<file path="config.mk">
export PLATFORM = sky130hd
export DESIGN_NAME = serial_subtractor_flat
export DESIGN_NICKNAME = d
export VERILOG_FILES = /design/src/rtl/serial_subtractor_if.sv /design/src/rtl/serial_subtractor.sv /design/src/flat_wrapper.sv
export SDC_FILE = /design/constraint.sdc
export NUM_CORES = 1
export LEC_CHECK = 0
export ABC_AREA = 1
export CORE_UTILIZATION = 40
export DETAILED_ROUTE_END_ITERATION = 8
export PLACE_DENSITY = 0.7
export REMOVE_ABC_BUFFERS = 1
export SYNTH_ARGS = -nofsm -noshare
export SYNTH_HDL_FRONTEND = slang
export SYNTH_SLANG_ARGS = --single-unit
</file>
<file path="constraint.sdc">
create_clock -name clk -period 2.9 [get_ports clk]
set_clock_uncertainty 0.2 [all_clocks]
set_input_delay 0.725 -clock clk [delete_from_list [all_inputs] [get_ports clk]]
set_output_delay 0.725 -clock clk [all_outputs]
set_load 0.01 [all_outputs]
</file>
<file path="src/rtl/serial_subtractor_if.sv">
// rtl/serial_subtractor_if.sv - start/operand/result bundle between an ALU pipeline and the serial subtractor
interface serial_subtractor_if #(
   parameter int WIDTH = 8
);
   logic             start;
   logic [WIDTH-1:0] a;
   logic [WIDTH-1:0] b;
   logic             busy;
   logic             done;
   logic [WIDTH-1:0] diff;
   logic             flag_n;
   logic             flag_z;
   logic             flag_c;
   logic             flag_v;

   modport master (
      output start, a, b,
      input  busy, done, diff, flag_n, flag_z, flag_c, flag_v
   );

   modport slave (
      input  start, a, b,
      output busy, done, diff, flag_n, flag_z, flag_c, flag_v
   );
endinterface

</file>
<file path="src/rtl/serial_subtractor.sv">
// rtl/serial_subtractor.sv - bit-serial a-b, LSB first, one bit per clock, with NZCV flags (C = ~borrow)
module serial_subtractor #(
   parameter int WIDTH = 8
) (
   input  logic                 clk,
   input  logic                 rst_n,
   serial_subtractor_if.slave   bus
);
   localparam int CW = $clog2(WIDTH);

   typedef enum logic [1:0] {
      IDLE = 2'd0,
      RUN  = 2'd1,
      DONE = 2'd2
   } state_t;

   state_t           state_q,  state_d;
   logic [WIDTH-1:0] a_sh_q,   a_sh_d;
   logic [WIDTH-1:0] b_sh_q,   b_sh_d;
   logic [WIDTH-1:0] diff_q,   diff_d;
   logic [CW-1:0]    count_q,  count_d;
   logic             borrow_q, borrow_d;
   logic             a_msb_q,  a_msb_d;
   logic             b_msb_q,  b_msb_d;
   logic             busy_q,   busy_d;
   logic             done_q,   done_d;

   logic             bit_d;
   logic             last_bit;

   assign bit_d    = a_sh_q[0] ^ b_sh_q[0] ^ borrow_q;
   assign last_bit = (count_q == CW'(WIDTH - 1));

   always_comb begin
      state_d  = state_q;
      a_sh_d   = a_sh_q;
      b_sh_d   = b_sh_q;
      diff_d   = diff_q;
      count_d  = count_q;
      borrow_d = borrow_q;
      a_msb_d  = a_msb_q;
      b_msb_d  = b_msb_q;
      busy_d   = busy_q;
      done_d   = done_q;

      case (state_q)
         IDLE, DONE: begin
            if (bus.start) begin
               state_d  = RUN;
               a_sh_d   = bus.a;
               b_sh_d   = bus.b;
               a_msb_d  = bus.a[WIDTH-1];
               b_msb_d  = bus.b[WIDTH-1];
               diff_d   = '0;
               count_d  = '0;
               borrow_d = 1'b0;
               busy_d   = 1'b1;
               done_d   = 1'b0;
            end
         end
         RUN: begin
            // start is deliberately not looked at here: operands stay as latched
            diff_d   = {bit_d, diff_q[WIDTH-1:1]};
            borrow_d = (~a_sh_q[0] & b_sh_q[0]) | (~(a_sh_q[0] ^ b_sh_q[0]) & borrow_q);
            a_sh_d   = a_sh_q >> 1;
            b_sh_d   = b_sh_q >> 1;
            if (last_bit) begin
               // counter parks at WIDTH-1 so it never wraps
               state_d = DONE;
               busy_d  = 1'b0;
               done_d  = 1'b1;
            end else begin
               count_d = count_q + 1'b1;
            end
         end
         default: begin
            state_d = IDLE;
            busy_d  = 1'b0;
            done_d  = 1'b0;
         end
      endcase
   end

   always_ff @(posedge clk or negedge rst_n) begin
      if (!rst_n) begin
         state_q  <= IDLE;
         a_sh_q   <= '0;
         b_sh_q   <= '0;
         diff_q   <= '0;
         count_q  <= '0;
         borrow_q <= 1'b0;
         a_msb_q  <= 1'b0;
         b_msb_q  <= 1'b0;
         busy_q   <= 1'b0;
         done_q   <= 1'b0;
      end else begin
         state_q  <= state_d;
         a_sh_q   <= a_sh_d;
         b_sh_q   <= b_sh_d;
         diff_q   <= diff_d;
         count_q  <= count_d;
         borrow_q <= borrow_d;
         a_msb_q  <= a_msb_d;
         b_msb_q  <= b_msb_d;
         busy_q   <= busy_d;
         done_q   <= done_d;
      end
   end

   // flags are only meaningful once the last bit is in
   assign bus.busy   = busy_q;
   assign bus.done   = done_q;
   assign bus.diff   = diff_q;
   assign bus.flag_n = done_q & diff_q[WIDTH-1];
   assign bus.flag_z = done_q & (diff_q == '0);
   assign bus.flag_c = done_q & ~borrow_q;
   assign bus.flag_v = done_q & (a_msb_q != b_msb_q) & (diff_q[WIDTH-1] != a_msb_q);

endmodule

</file>
<file path="src/flat_wrapper.sv">
// flat-port wrapper written by rule: the top's interface ports become plain ports
module serial_subtractor_flat 
#(
   parameter int WIDTH = 8
)
  (clk, rst_n, bus_start, bus_a, bus_b, bus_busy, bus_done, bus_diff, bus_flag_n, bus_flag_z, bus_flag_c, bus_flag_v);
  serial_subtractor_if #(.WIDTH(WIDTH)) bus_i ();
  input  logic clk;
  input  logic rst_n;
  input wire logic [$bits(bus_i.start)-1:0] bus_start;
  input wire logic [$bits(bus_i.a)-1:0] bus_a;
  input wire logic [$bits(bus_i.b)-1:0] bus_b;
  output wire logic [$bits(bus_i.busy)-1:0] bus_busy;
  output wire logic [$bits(bus_i.done)-1:0] bus_done;
  output wire logic [$bits(bus_i.diff)-1:0] bus_diff;
  output wire logic [$bits(bus_i.flag_n)-1:0] bus_flag_n;
  output wire logic [$bits(bus_i.flag_z)-1:0] bus_flag_z;
  output wire logic [$bits(bus_i.flag_c)-1:0] bus_flag_c;
  output wire logic [$bits(bus_i.flag_v)-1:0] bus_flag_v;
  assign bus_i.start = bus_start;
  assign bus_i.a = bus_a;
  assign bus_i.b = bus_b;
  assign bus_busy = bus_i.busy;
  assign bus_done = bus_i.done;
  assign bus_diff = bus_i.diff;
  assign bus_flag_n = bus_i.flag_n;
  assign bus_flag_z = bus_i.flag_z;
  assign bus_flag_c = bus_i.flag_c;
  assign bus_flag_v = bus_i.flag_v;
  serial_subtractor #(.WIDTH(WIDTH)) u_core (.clk(clk), .rst_n(rst_n), .bus(bus_i));
endmodule
</file>
==> results.toml, run 1 <==
[status]
status = "completed"

[clock_network]
numCtsBuffers = 5
hold_buffers = 0
insertion_delay_ns = 0.28
cts_num_sinks = 33
clkTransAtPathRegs_ns = 0.06
cts_resized = 0
cts_tree = "built"
cts_setup_buffers = 0
cts.path.max_buffers = 2
htreeDepth = 2
cts-root-buf = "clkbuf_8"

[timing]
setup_viol = 0
min_period_over_period_pct = 91.9
final.setup.tns_ns = 0
slew_viol_final = 0
hold_viol = 0
max_slew_margin_pct = 59.7
rsz0062_at_grt = "false"
post-route-min-period_ns = 2.67
worst_pin_slew_ns = 0.604
clock.fmax_mhz = 375

[floorplan]
rows = 23
io_pins = 33
core_sq_um = 4000
die_y_microns = 66.5
die_w_microns = 66.5
die_area_sq_um = 4420
initial_core_util_pct = 41.6

[worst_setup_path]
crit_path_max_incr_delay_ns = 0.54
worst_setup_path_start_kind = "register"
path_delay_family = "buffers and inverters"
worstPathRequired_ns = 1.98
path_max_fanout = 22
endpoint_kind = "output port"
cp.arrival_ns = 1.74
crit_chain = "inv_2 -> nor2_1 -> nand3_1 -> nor2_1 -> clkdlybuf4s50_1"
crit_buf_inv = 2
worstSetupPathType = "reg -> out"
critPathMostFrequentCell = "nor2_1"
slowest_stage = "clkdlybuf4s50_1"

[logic_synthesis]
ys_types = 17
syn-instance-count = 218
synth_area_leader_cell = "dfrtp_1"
ys_top_cells_by_area = "dfrtp_1, nand2_1, nand3_1"
ys_seq_area_share_pct = 49.6
synth_ff_type = "dfrtp_1"
synth_edf_count = 0
synth.most_common_cell = "nand2_1"
syn_avg_cell_area_sq_um = 7.63
synth-seq-cells = 33
yosys_warnings = 0
synthTopCellsByCount = "nand2_1, inv_1, nand3_1"
synth_area_sq_um = 1660
ys_async_sr_fraction_pct = 100
yosys.area.top_type_share_pct = 49.6

[route]
drc = 0
drt_iter0_markers = 116
postRouteAntennaNets = 0
route.vias.total = 1398
drt-vias-per-instance = 4.63
dr.pass1.iters = 4
wl_per_cell_microns = 10.9
wl_mm = 3.29

[cells_and_area]
fin_area_sq_um = 2100
final_nets = 274
diodes = 0
drive_gt1_share_pct = 6.35
syn2layout_area_growth_pct = 26.1
fill_cells = 408
finalCoreUtilization_pct = 52.5

[global_route]
grt_max_degree = 34
grt_pass1_vias = 1235
grt_pass1_wl_mm = 5.73
grt_overflow = 0
track_usage_pct = 17.7
antenna_found_initial = 0

[placed_design]
io_buffers = 32
gp_congestion = 0.810
place_hpwl_mm = 2.17
placed_area_sq_um = 2010

[power_and_ir_drop]
p_leak_nw = 1.15
total_power_mw = 2.19
irDropWorstVdd_mv = 0.519
p_per_area_nw_per_um2 = 1040

[flow_run]
cap_violations = 0

[hold_path]
hold_class = "reg -> reg"
through the flow:
stage	hold slack, ns	setup slack [ns]	cells
2_1_floorplan	0.229	1.02	209
3_3_place_gp	0.259	0.569	295
3_5_place_dp	0.261	0.496	295
4_1_cts	0.280	0.182	302
5_1_grt	0.302	0.0916	302
6_report	0.280	0.234	302
final timing paths:
check / from / to / slack (ns) / cells after the start
worst max register to register: u_core.state_q[0] / u_core.a_sh_q[6] / 1.19 / 6
max in group asynchronous: rst_n / u_core.a_sh_q[5] / 1.56 / 2
worst min register to register: u_core.a_sh_q[2] / u_core.a_sh_q[2] / 0.28 / 2
worst max-delay path: u_core.bus.done / bus_flag_z / 0.23 / 5
min in group asynchronous: rst_n / u_core.bus.diff[1] / 0.65 / 2
worst min-delay path: u_core.a_sh_q[2] / u_core.a_sh_q[2] / 0.28 / 2
registers in the layout, indices dropped and copies added (netlist names):
register / flops
u_core.count_q: 3
u_core.borrow_q: 1
u_core.b_sh_q: 8
u_core.bus.busy: 1
u_core.a_sh_q: 8
u_core.state_q: 1
u_core.bus.done: 1
u_core.a_msb_q: 1
u_core.b_msb_q: 1
u_core.bus.diff: 8
worst register-to-register path, stage by stage (launching register included):
cell,delay (ns)
dfrtp_1,0.40
buf_4,0.21
nand2_2,0.10
nand2_2,0.05
inv_1,0.45
nand2_1,0.13
nand2_1,0.10
layout by cell type (no fill, tap or decap), drive strengths merged:
| cell type | synthesis | final |
|---|---|---|
| nand3 | 36 | 36 |
| inv | 43 | 43 |
| fa | 1 | 1 |
| dfrtp | 33 | 33 |
| clkbuf | 0 | 7 |
| or2 | 1 | 1 |
| ha | 2 | 2 |
| clkdlybuf4s50 | 0 | 32 |
| nand2 | 77 | 77 |
| nor2 | 5 | 5 |
| buf | 9 | 4 |
| o22ai | 1 | 1 |
| nand4 | 3 | 3 |
| o21ai | 7 | 7 |
layer usage:
metal	track usage, %	vias to the layer above	share of wire, %
met5	0	-	0
met4	5.59	0	1.3
met3	5.14	5	4.6
met2	27.0	28	47
met1	23.9	637	47
li1	-	728	-
cells by family (layout without fill, tap and decap cells):
family                   count (synthesis)  count (layout)  share of synthesized area, %
AO/OA/AOI/OAI                            8               8                          2.48
adder cells (fa/ha/maj)                  3               3                          2.71
buffers and inverters                   52              86                          13.6
AND/OR/NAND/NOR                        122             122                          31.6
flip-flops                              33              33                          49.6
report_power, final:
group / leakage [nW] / switching, mW / internal, mW / total (mW)
Sequential: 0.409 / 0.137 / 0.684 / 0.821
Combinational: 0.696 / 0.590 / 0.433 / 1.02
Clock: 0.0443 / 0.156 / 0.188 / 0.344
Total: 1.15 / 0.883 / 1.31 / 2.19
final cells by class:
| type | instances | area, sq um | area share (%) |
|---|---|---|---|
| inverter | 43 | 161 | 7.69 |
| sequential | 33 | 826 | 39.4 |
| clock buffer | 7 | 86.3 | 4.11 |
| tap | 50 | 62.6 | 2.98 |
| multi-input combinational | 133 | 612 | 29.2 |
| timing repair buffer | 36 | 350 | 16.7 |
(Power assumes the default switching activity.)
==> run 2: changes to the inputs <==
HOLD_SLACK_MARGIN = 0.02   (was unset)
SLEW_MARGIN = 20   (was unset)
==> results of run 2 <==
Same layout as run 1: the final DEF is identical, and so are final timing and power.
==> run 3: changes to the inputs <==
clock period = 2.6 ns   (was 2.9 ns; I/O delays follow)
==> run 3 against run 2 <==
Design area grew 0.95%. Final cell count grew 0.33%. Worst setup slack lost 0.077 ns. Critical path depth shrank 1. Critical endpoint unchanged. First-iteration DRC count grew 1.7%. Via count grew 2.6%. Critical path type unchanged. Highest routed layer unchanged. Core utilization grew 0.50 points. Combinational power grew 15%. Non-clock buffer count grew 1. Sequential share of layout area shrank 0.37 points.
==> results.toml, run 3 (same netlist as run 1, synthesis figures left out) <==
[cells_and_area]
syn2layout_area_growth_pct = 27.3
fill_cells = 383
fin_area_sq_um = 2120
multiInputGateArea_sq_um = 612
drive_gt1_share_pct = 6.72
final_nets = 275
diodes = 0
layout_common_cells = "nand2_1, inv_1, nand3_1"
final_common_cell = "nand2_1"
final-seq-area_sq_um = 826
finalCoreUtilization_pct = 53.0

[timing]
final.setup.tns_ns = 0
hold_viol = 0
clock.fmax_mhz = 409
rsz0062_at_grt = "false"
post-route-min-period_ns = 2.44
max_slew_margin_pct = 72.0
worst_pin_slew_ns = 0.420
min_period_over_period_pct = 94.0
setup_viol = 0
setup_ws_ns = 0.157
slew_viol_final = 0

[floorplan]
die_y_microns = 66.5
die_area_sq_um = 4420
initial_core_util_pct = 41.6
die_w_microns = 66.5
core_sq_um = 4000
io_pins = 33
rows = 23

[power_and_ir_drop]
switching_share_pct = 40.3
total_power_mw = 2.48
p_leak_nw = 1.16
p_per_area_nw_per_um2 = 1170
p_comb_share_pct = 47.2
power.share.clock_pct = 15.5
p_int_mw = 1.48
switchingPower_mw = 1.00
irDropWorstVdd_mv = 0.693
seq_power_share_pct = 37.3

[clock_network]
htreeDepth = 2
numCtsBuffers = 5
cts.path.max_buffers = 2
cts-root-buf = "clkbuf_8"
clkTransAtPathRegs_ns = 0.07
insertion_delay_ns = 0.28
hold_buffers = 0
cts_setup_buffers = 0
cts_num_sinks = 33
cts_tree = "built"
cts_resized = 0

[route]
drt_iter0_markers = 118
wl_per_cell_microns = 11.1
drc = 0
route.vias.total = 1434
postRouteAntennaNets = 0
dr.pass1.iters = 4
drt-vias-per-instance = 4.73
wl_mm = 3.37

[placed_design]
placed_area_sq_um = 2030
place_hpwl_mm = 2.31
place_ws_ns = 0.457
io_buffers = 32
gp_congestion = 0.830

[worst_setup_path]
cp.arrival_ns = 1.59
reg2reg_depth = 8
r2r-end = "u_core.b_sh_q[0]"
endpoint_kind = "output port"
path_max_fanout = 5
reg2reg_from = "u_core.bus.done"
worstSetupPathType = "reg -> out"
worst_setup_path_start_kind = "register"
r2r_slack_ns = 0.77
worstPathRequired_ns = 1.75

[flow_run]
cap_violations = 0

[global_route]
grt_max_degree = 34
antenna_found_initial = 0
grt_overflow = 0
grt_pass1_wl_mm = 5.94
grt_pass1_vias = 1362
track_usage_pct = 18.3

[hold_path]
holdPathEnd = "u_core.bus.busy"
holdPathStages = 2
hold_start = "u_core.bus.busy"
hold_class = "reg -> reg"

[status]
status = "completed"
==> run 3: through the flow <==
step / instances / hold WS [ns]
final: 303 / 0.275
after CTS: 303 / 0.283
after global placement: 296 / 0.259
after global routing: 303 / 0.304
after floorplan: 209 / 0.154
after detailed placement: 296 / 0.265
==> run 3: final cells by class <==
type                       count  share of cell area (%)
timing repair buffer          37                    17.5
sequential                    33                    39.0
tap                           50                    2.95
multi-input combinational    133                    28.9
inverter                      43                    7.62
clock buffer                   7                    4.08
==> run 3: worst max path at each step <==
stage | from | to | slack [ns] | cells after the start
floorplan | u_core.state_q[0] | u_core.a_sh_q[0] | 0.72 | 5
global placement | u_core.bus.diff[7] | bus_flag_z | 0.48 | 4
detailed placement | u_core.bus.diff[7] | bus_flag_z | 0.46 | 4
CTS | u_core.bus.diff[7] | bus_flag_z | 0.14 | 4
global route | u_core.bus.diff[7] | bus_flag_z | 0.07 | 4
finish | u_core.bus.diff[7] | bus_flag_z | 0.16 | 4
==> run 3: per-layer routing <==
layer / GRT usage, % / share of wire, % / vias up
li1: - / - / 729
met1: 22.5 / 47 / 667
met2: 29.7 / 46 / 29
met3: 5.65 / 3.9 / 9
met4: 7.18 / 2.1 / 0
met5: 0 / 0 / -
==> run 3: critical path, cell delays in order (launching register included) <==
cell             delay, ns
dfrtp_1               0.42
nor2_1                0.17
nand3_1               0.09
nor2_1                0.09
clkdlybuf4s50_1       0.54
==> run 3: power by group through the flow <==
stage	combinational [mW]	clock [mW]	sequential (mW)
after floorplan	0.696	0	0.950
after detailed placement	1.18	0	0.934
after global routing	1.35	0.420	0.956
after CTS	1.19	0.399	0.926
final	1.17	0.384	0.926
after global placement	1.16	0	0.917
==> patch 1: new RTL, flow settings as in run 3 <==
`WIDTH` is set to 8 in 3 places; all go to 4.
--- a/src/rtl/serial_subtractor_if.sv
+++ b/src/rtl/serial_subtractor_if.sv
@@ -1,5 +1,5 @@
 // rtl/serial_subtractor_if.sv - start/operand/result bundle between an ALU pipeline and the serial subtractor
 interface serial_subtractor_if #(
-   parameter int WIDTH = 8
+   parameter int WIDTH = 4
 );
    logic             start;
--- a/src/rtl/serial_subtractor.sv
+++ b/src/rtl/serial_subtractor.sv
@@ -1,5 +1,5 @@
 // rtl/serial_subtractor.sv - bit-serial a-b, LSB first, one bit per clock, with NZCV flags (C = ~borrow)
 module serial_subtractor #(
-   parameter int WIDTH = 8
+   parameter int WIDTH = 4
 ) (
    input  logic                 clk,
--- a/src/flat_wrapper.sv
+++ b/src/flat_wrapper.sv
@@ -2,5 +2,5 @@
 module serial_subtractor_flat 
 #(
-   parameter int WIDTH = 8
+   parameter int WIDTH = 4
 )
   (clk, rst_n, bus_start, bus_a, bus_b, bus_busy, bus_done, bus_diff, bus_flag_n, bus_flag_z, bus_flag_c, bus_flag_v);
Interface: changed (resized bus_a, bus_b and bus_diff); port bits go from 33 to 21. The function was not compared with the original's and may differ.
==> patch 1 against run 3 <==
- critical path depth is 1 higher
- synthesized area shrank 39%
- wire length shrank 44%
- final area down 40%
- sequential cell count shrank 13
- setup slack better by 0.017 ns
- utilization rose by 2.5 points
- sequential power is 37% lower
- power shrank 39%
- critical endpoint is now bus_flag_v
- largest cell class unchanged
==> patch 1: results (changes against run 3) <==
| Metric | Value |
|---|---|
| Post-DP Area | 1230 um^2 (-39%) |
| Longest Clk Path Bufs | 2 (unchanged) |
| R2r setup slk | 1.03 ns (+0.26 ns) |
| Tcrit/Tclk final | 93.3% (-0.66 points) |
| Clk pin slew, worst setup/hold paths | 0.12 ns (+0.05 ns) |
| Sequential area share after synthesis | 49.3% (-0.30 points) |
| Placer Congestion | 0.743 (-10%) |
| Worst slack, placed | 0.486 ns (+0.0285 ns) |
| Worst reg2reg path depth | 6 (-2) |
| Synth warn | 0 (unchanged) |
| Hold Crit Class | flip-flop to flip-flop |
| Num CTS Buffers | 3 (-2) |
| Vias in the first global route | 763 (-44%) |
| Total congestion overflow | 0 (unchanged) |
| VDD IR max | 669 uV (-3.5%) |
| HP Start | u_core.a_sh_q[2] |
| Critical path fanouts, max | 6 (+1) |
| Largest cells by area after synthesis | dfrtp_1, nand2_1, inv_1 |
| Clk Tree Root Cell | clkbuf_4 |
| Wirelength per Cell | 10.9 um (-1.9%) |
| Clock Latency Late Sink | 0.30 ns (+0.02 ns) |
| Dpl hpwl | 1390 um (-40%) |
| Initial antenna violation count | 0 (unchanged) |
| Largest net degree at the start of global routing | 21 (-38%) |
| Vias per inst | 4.58 (-3.1%) |
| Share of cells above drive strength 1 | 11.7% (+5.0 points) |
| FF-to-FF Start | u_core.state_q[0] |
| Worst EP arrival | 1.58 ns |
| IO buf count | 20 (-38%) |
| Hold depth | 2 (unchanged) |
| Diodes inserted | 0 (unchanged) |
| Top cells by count, synth | nand2_1, inv_1, dfrtp_1, nand3_1, o21ai_2 |
| Initial DRC count | 6 (-95%) |
| Hold Crit Endpoint | u_core.a_sh_q[2] |
| First-pass GRT wire length | 3220 um (-46%) |
| Top-count cell post-synth | nand2_1 |
| 1st-pass router iterations | 4 (unchanged) |
| GRT Overall Usage | 16.4% (-1.9 points) |
| Crit-path slowest cell | clkdlybuf4s50_1 |
| Outcome | finished clean |
| Synth unique cells | 19 (+2) |
| FF-to-FF End | u_core.b_sh_q[1] |
| CP top delay family | buffers and inverters |
| H-tree Lvls | 1 (-1) |
| Fin nets | 159 (-42%) |
| Setup TNS | 0 ns (unchanged) |
| Async SR Flop Fraction | 100% (unchanged) |
| P_leak | 0.702 nW (-39%) |
| Slowest stage delay, CP | 0.53 ns |
| Slew margin rel. | 69.9% (-2.1 points) |
[patch 1: cell types whose count changed after synthesis, sizes merged]
| cell | before | now |
|---|---|---|
| nand2 | 77 | 44 |
| nand3 | 36 | 17 |
| inv | 43 | 26 |
| dfrtp | 33 | 20 |
| buf | 9 | 2 |
| nor2 | 5 | 1 |
| nand4 | 3 | 1 |
| ha | 2 | 1 |
| nor3 | 0 | 1 |
| o21ai | 7 | 6 |
[patch 1: tightest hold or removal path, stage by stage, from the launching register on]
cell and delay, ns:
dfrtp_1 0.36, nand2_1 0.06, nand2_1 0.05
[patch 1: metal layers]
layer / wire length, um / share of wire [%] / GRT usage, % / vias to the layer above
li1: - / - / - / 414
met1: 954 / 51 / 21.6 / 358
met2: 840 / 44 / 26.6 / 19
met3: 78 / 4.1 / 3.48 / 2
met4: 16 / 0.85 / 5.26 / 0
met5: 0 / 0 / 0 / -
[patch 1: area by class of cell]
type                    instances  area, um^2
clock buffers                   4        36.3
well taps                      28        35.0
inverters                      26         100
flip-flops and latches         20         500
fillers                       225        1020
repair buffers                 21         210
multi-input cells              74         392
[patch 1: metrics by stage]
| step | std cells | hold slack (ns) | power, W | utilization [%] |
|---|---|---|---|---|
| CTS | 173 | 0.300 | 0.00154 | 55.3 |
| global placement | 169 | 0.263 | 0.00133 | 53.8 |
| detailed placement | 169 | 0.264 | 0.00135 | 53.8 |
| global route | 173 | 0.323 | 0.00167 | 55.4 |
| floorplan | 120 | 0.154 | 0.00109 | - |
| finish | 173 | 0.295 | 0.00152 | 55.4 |
[patch 1: how the worst max path moves through the flow]
stage,from,to,cells past startpoint
finish,u_core.bus.done,bus_flag_v,5
global route,u_core.bus.done,bus_flag_v,5
detailed placement,u_core.bus.diff[3],bus_flag_z,4
global placement,u_core.bus.diff[3],bus_flag_z,4
floorplan,u_core.bus.diff[3],bus_flag_z,3
CTS,u_core.bus.diff[3],bus_flag_z,4
[patch 1: logic make-up after synthesis]
group	synth area share, %
simple gates	30.3
fa+ha+maj	3.21
flops	49.3
compound gates	5.06
buf+inv	12.1
[patch 1: where the power goes]
part / leakage, nW / switching [W] / internal, W / total (W)
clock network: 0.0210 / 0.0000966 / 0.0000854 / 0.000182
logic: 0.431 / 0.000438 / 0.000317 / 0.000755
registers: 0.249 / 0.000123 / 0.000461 / 0.000583
[patch 1: what timing repair did]
item | in CTS | in global routing
endpoints found under the setup margin | 0 | 1
buffers inserted | 0 | 0
hold buffers | 0 | 0
gates resized for setup | 0 | 1
==> patch 2: new RTL, settings of run 3 <==
Made on the original files. The 3 states of `state_t` get a one-hot encoding in 3 bits.
--- a/src/rtl/serial_subtractor.sv
+++ b/src/rtl/serial_subtractor.sv
@@ -9,8 +9,8 @@
    localparam int CW = $clog2(WIDTH);
 
-   typedef enum logic [1:0] {
-      IDLE = 2'd0,
-      RUN  = 2'd1,
-      DONE = 2'd2
+   typedef enum logic [2:0] {
+      IDLE = 3'b001,
+      RUN  = 3'b010,
+      DONE = 3'b100
    } state_t;
 
Check against the original RTL: no difference found for any inputs over 10 cycles, from zero or initial values and one cycle with rst_n low; not proved beyond that.
==> patch 2 against run 3 <==
- sequential power fell by 4.8%
- power fell by 16%
- synthesized area rose by 6.2%
- fmax fell by 3.1%
- setup slack got worse by 0.078 ns
- global-route usage rose by 0.26 points
- final area rose by 4.0%
- critical path depth did not move
- sequential cell count rose by 2
- wire length rose by 12%
- highest routed layer unchanged
==> patch 2: results (changes against run 3) <==
| Metric | Value |
|---|---|
| Initial DRC count | 171 (+45%) |
| Largest cells by area after synthesis | dfrtp_1, nand2_1, nand3_1 |
| Outcome | finished clean |
| Dpl hpwl | 2540 um (+10%) |
| R2r setup slk | 0.82 ns (+0.05 ns) |
| VDD IR max | 414 uV (-40%) |
| FF-to-FF Start | u_core.state_q[0] |
| Top cells by count, synth | nand2_1, nand3_1, dfrtp_1, inv_1, nor2_1 |
| Async SR Flop Fraction | 100% (unchanged) |
| First-pass GRT wire length | 6350 um (+7.0%) |
| Vias per inst | 5.05 (+6.6%) |
| Crit path to | bus_flag_z |
| Worst reg2reg path depth | 5 (-3) |
| Setup bufs post-CTS | 0 (unchanged) |
| Largest net degree at the start of global routing | 36 (+5.9%) |
| GRT Overall Usage | 18.5% (+0.26 points) |
| P_leak | 1.19 nW (+2.9%) |
| Wirelength per Cell | 12.2 um (+9.6%) |
| Share of cells above drive strength 1 | 6.54% (-0.18 points) |
| Post-DP Area | 2120 um^2 (+4.2%) |
| Fin nets | 281 (+2.2%) |
| IO buf count | 32 (unchanged) |
| 1st-pass router iterations | 5 (+1) |
| Placer Congestion | 0.766 (-7.6%) |
| Synth unique cells | 23 (+6) |
| Slew margin rel. | 70.9% (-1.1 points) |
| Worst EP arrival | 1.67 ns (+0.08 ns) |
| Vias in the first global route | 1,444 (+6.0%) |
| FF-to-FF End | u_core.bus.done |
| Sequential area share after synthesis | 49.6% (about the same) |
| Hold buffers post-CTS | 0 (unchanged) |
| Clock Latency Late Sink | 0.29 ns |
| Initial antenna violation count | 0 (unchanged) |
==> patch 2: changes by cell type after synthesis, sizes merged, moves of 3 or more <==
cell	run 3	this run
nand2	77	105
nand3	36	43
inv	43	11
nor2	5	8
o21ai	7	0
==> patch 2: worst min path at each step <==
stage,depth (start not counted),start,end,slack (ns)
final,2,u_core.a_msb_q,u_core.a_msb_q,0.28
after global routing,2,u_core.b_sh_q[7],u_core.b_sh_q[7],0.32
after CTS,2,u_core.a_msb_q,u_core.a_msb_q,0.29
after detailed placement,2,u_core.a_msb_q,u_core.a_msb_q,0.27
after global placement,2,u_core.bus.busy,u_core.bus.busy,0.27
after floorplan,0,rst_n,u_core.a_msb_q,0.15
==> patch 2: final cells by class <==
| type | instances | area, um^2 |
|---|---|---|
| Clock buffer | 7 | 76.3 |
| Clock inverter | 1 | 5.00 |
| Fill cell | 405 | 1910 |
| Inverter | 12 | 45.0 |
| Multi-Input combinational cell | 168 | 776 |
| Sequential cell | 35 | 877 |
| Tap cell | 50 | 62.6 |
| Timing Repair Buffer | 37 | 360 |
==> patch 2: stage by stage <==
stage	total power [W]	hold WS [ns]	worst slack, ns	std cells	utilization, %
6_report	0.00209	0.282	0.0793	310	53.5
3_3_place_gp	0.00171	0.272	0.357	302	51.5
3_5_place_dp	0.00173	0.270	0.321	302	51.5
5_1_grt	0.00227	0.320	0.00338	310	53.5
2_1_floorplan	0.00141	0.154	0.834	215	-
4_1_cts	0.00211	0.289	0.0319	310	53.5
==> patch 2: per-layer routing <==
metal / vias to the layer above / track usage [%] / wire (um)
met5: - / 0 / 0
met2: 44 / 29.4 / 1730
met1: 727 / 23.9 / 1820
met3: 7 / 4.00 / 170
met4: 0 / 8.59 / 64
li1: 786 / - / -
==> patch 2: where the power goes <==
part	total [W]	internal (W)	switching, W
logic	0.000826	0.000313	0.000513
registers	0.000882	0.000743	0.000139
clock network	0.000379	0.000188	0.000191
==> patch 2: kinds of logic (layout without fill, tap and decap cells) <==
kind of cell / Yosys count / count (layout) / synth area share, %
compound gates: 1 / 1 / 0.425
fa+ha+maj: 3 / 3 / 2.55
buf+inv: 23 / 57 / 6.51
flops: 35 / 35 / 49.6
simple gates: 164 / 164 / 40.9
==> patch 2: critical path, cell delays in order (launching register included) <==
cell	delay (ns)
dfrtp_1	0.44
inv_1	0.08
nand2_1	0.07
nor3b_1	0.23
clkdlybuf4s50_1	0.57
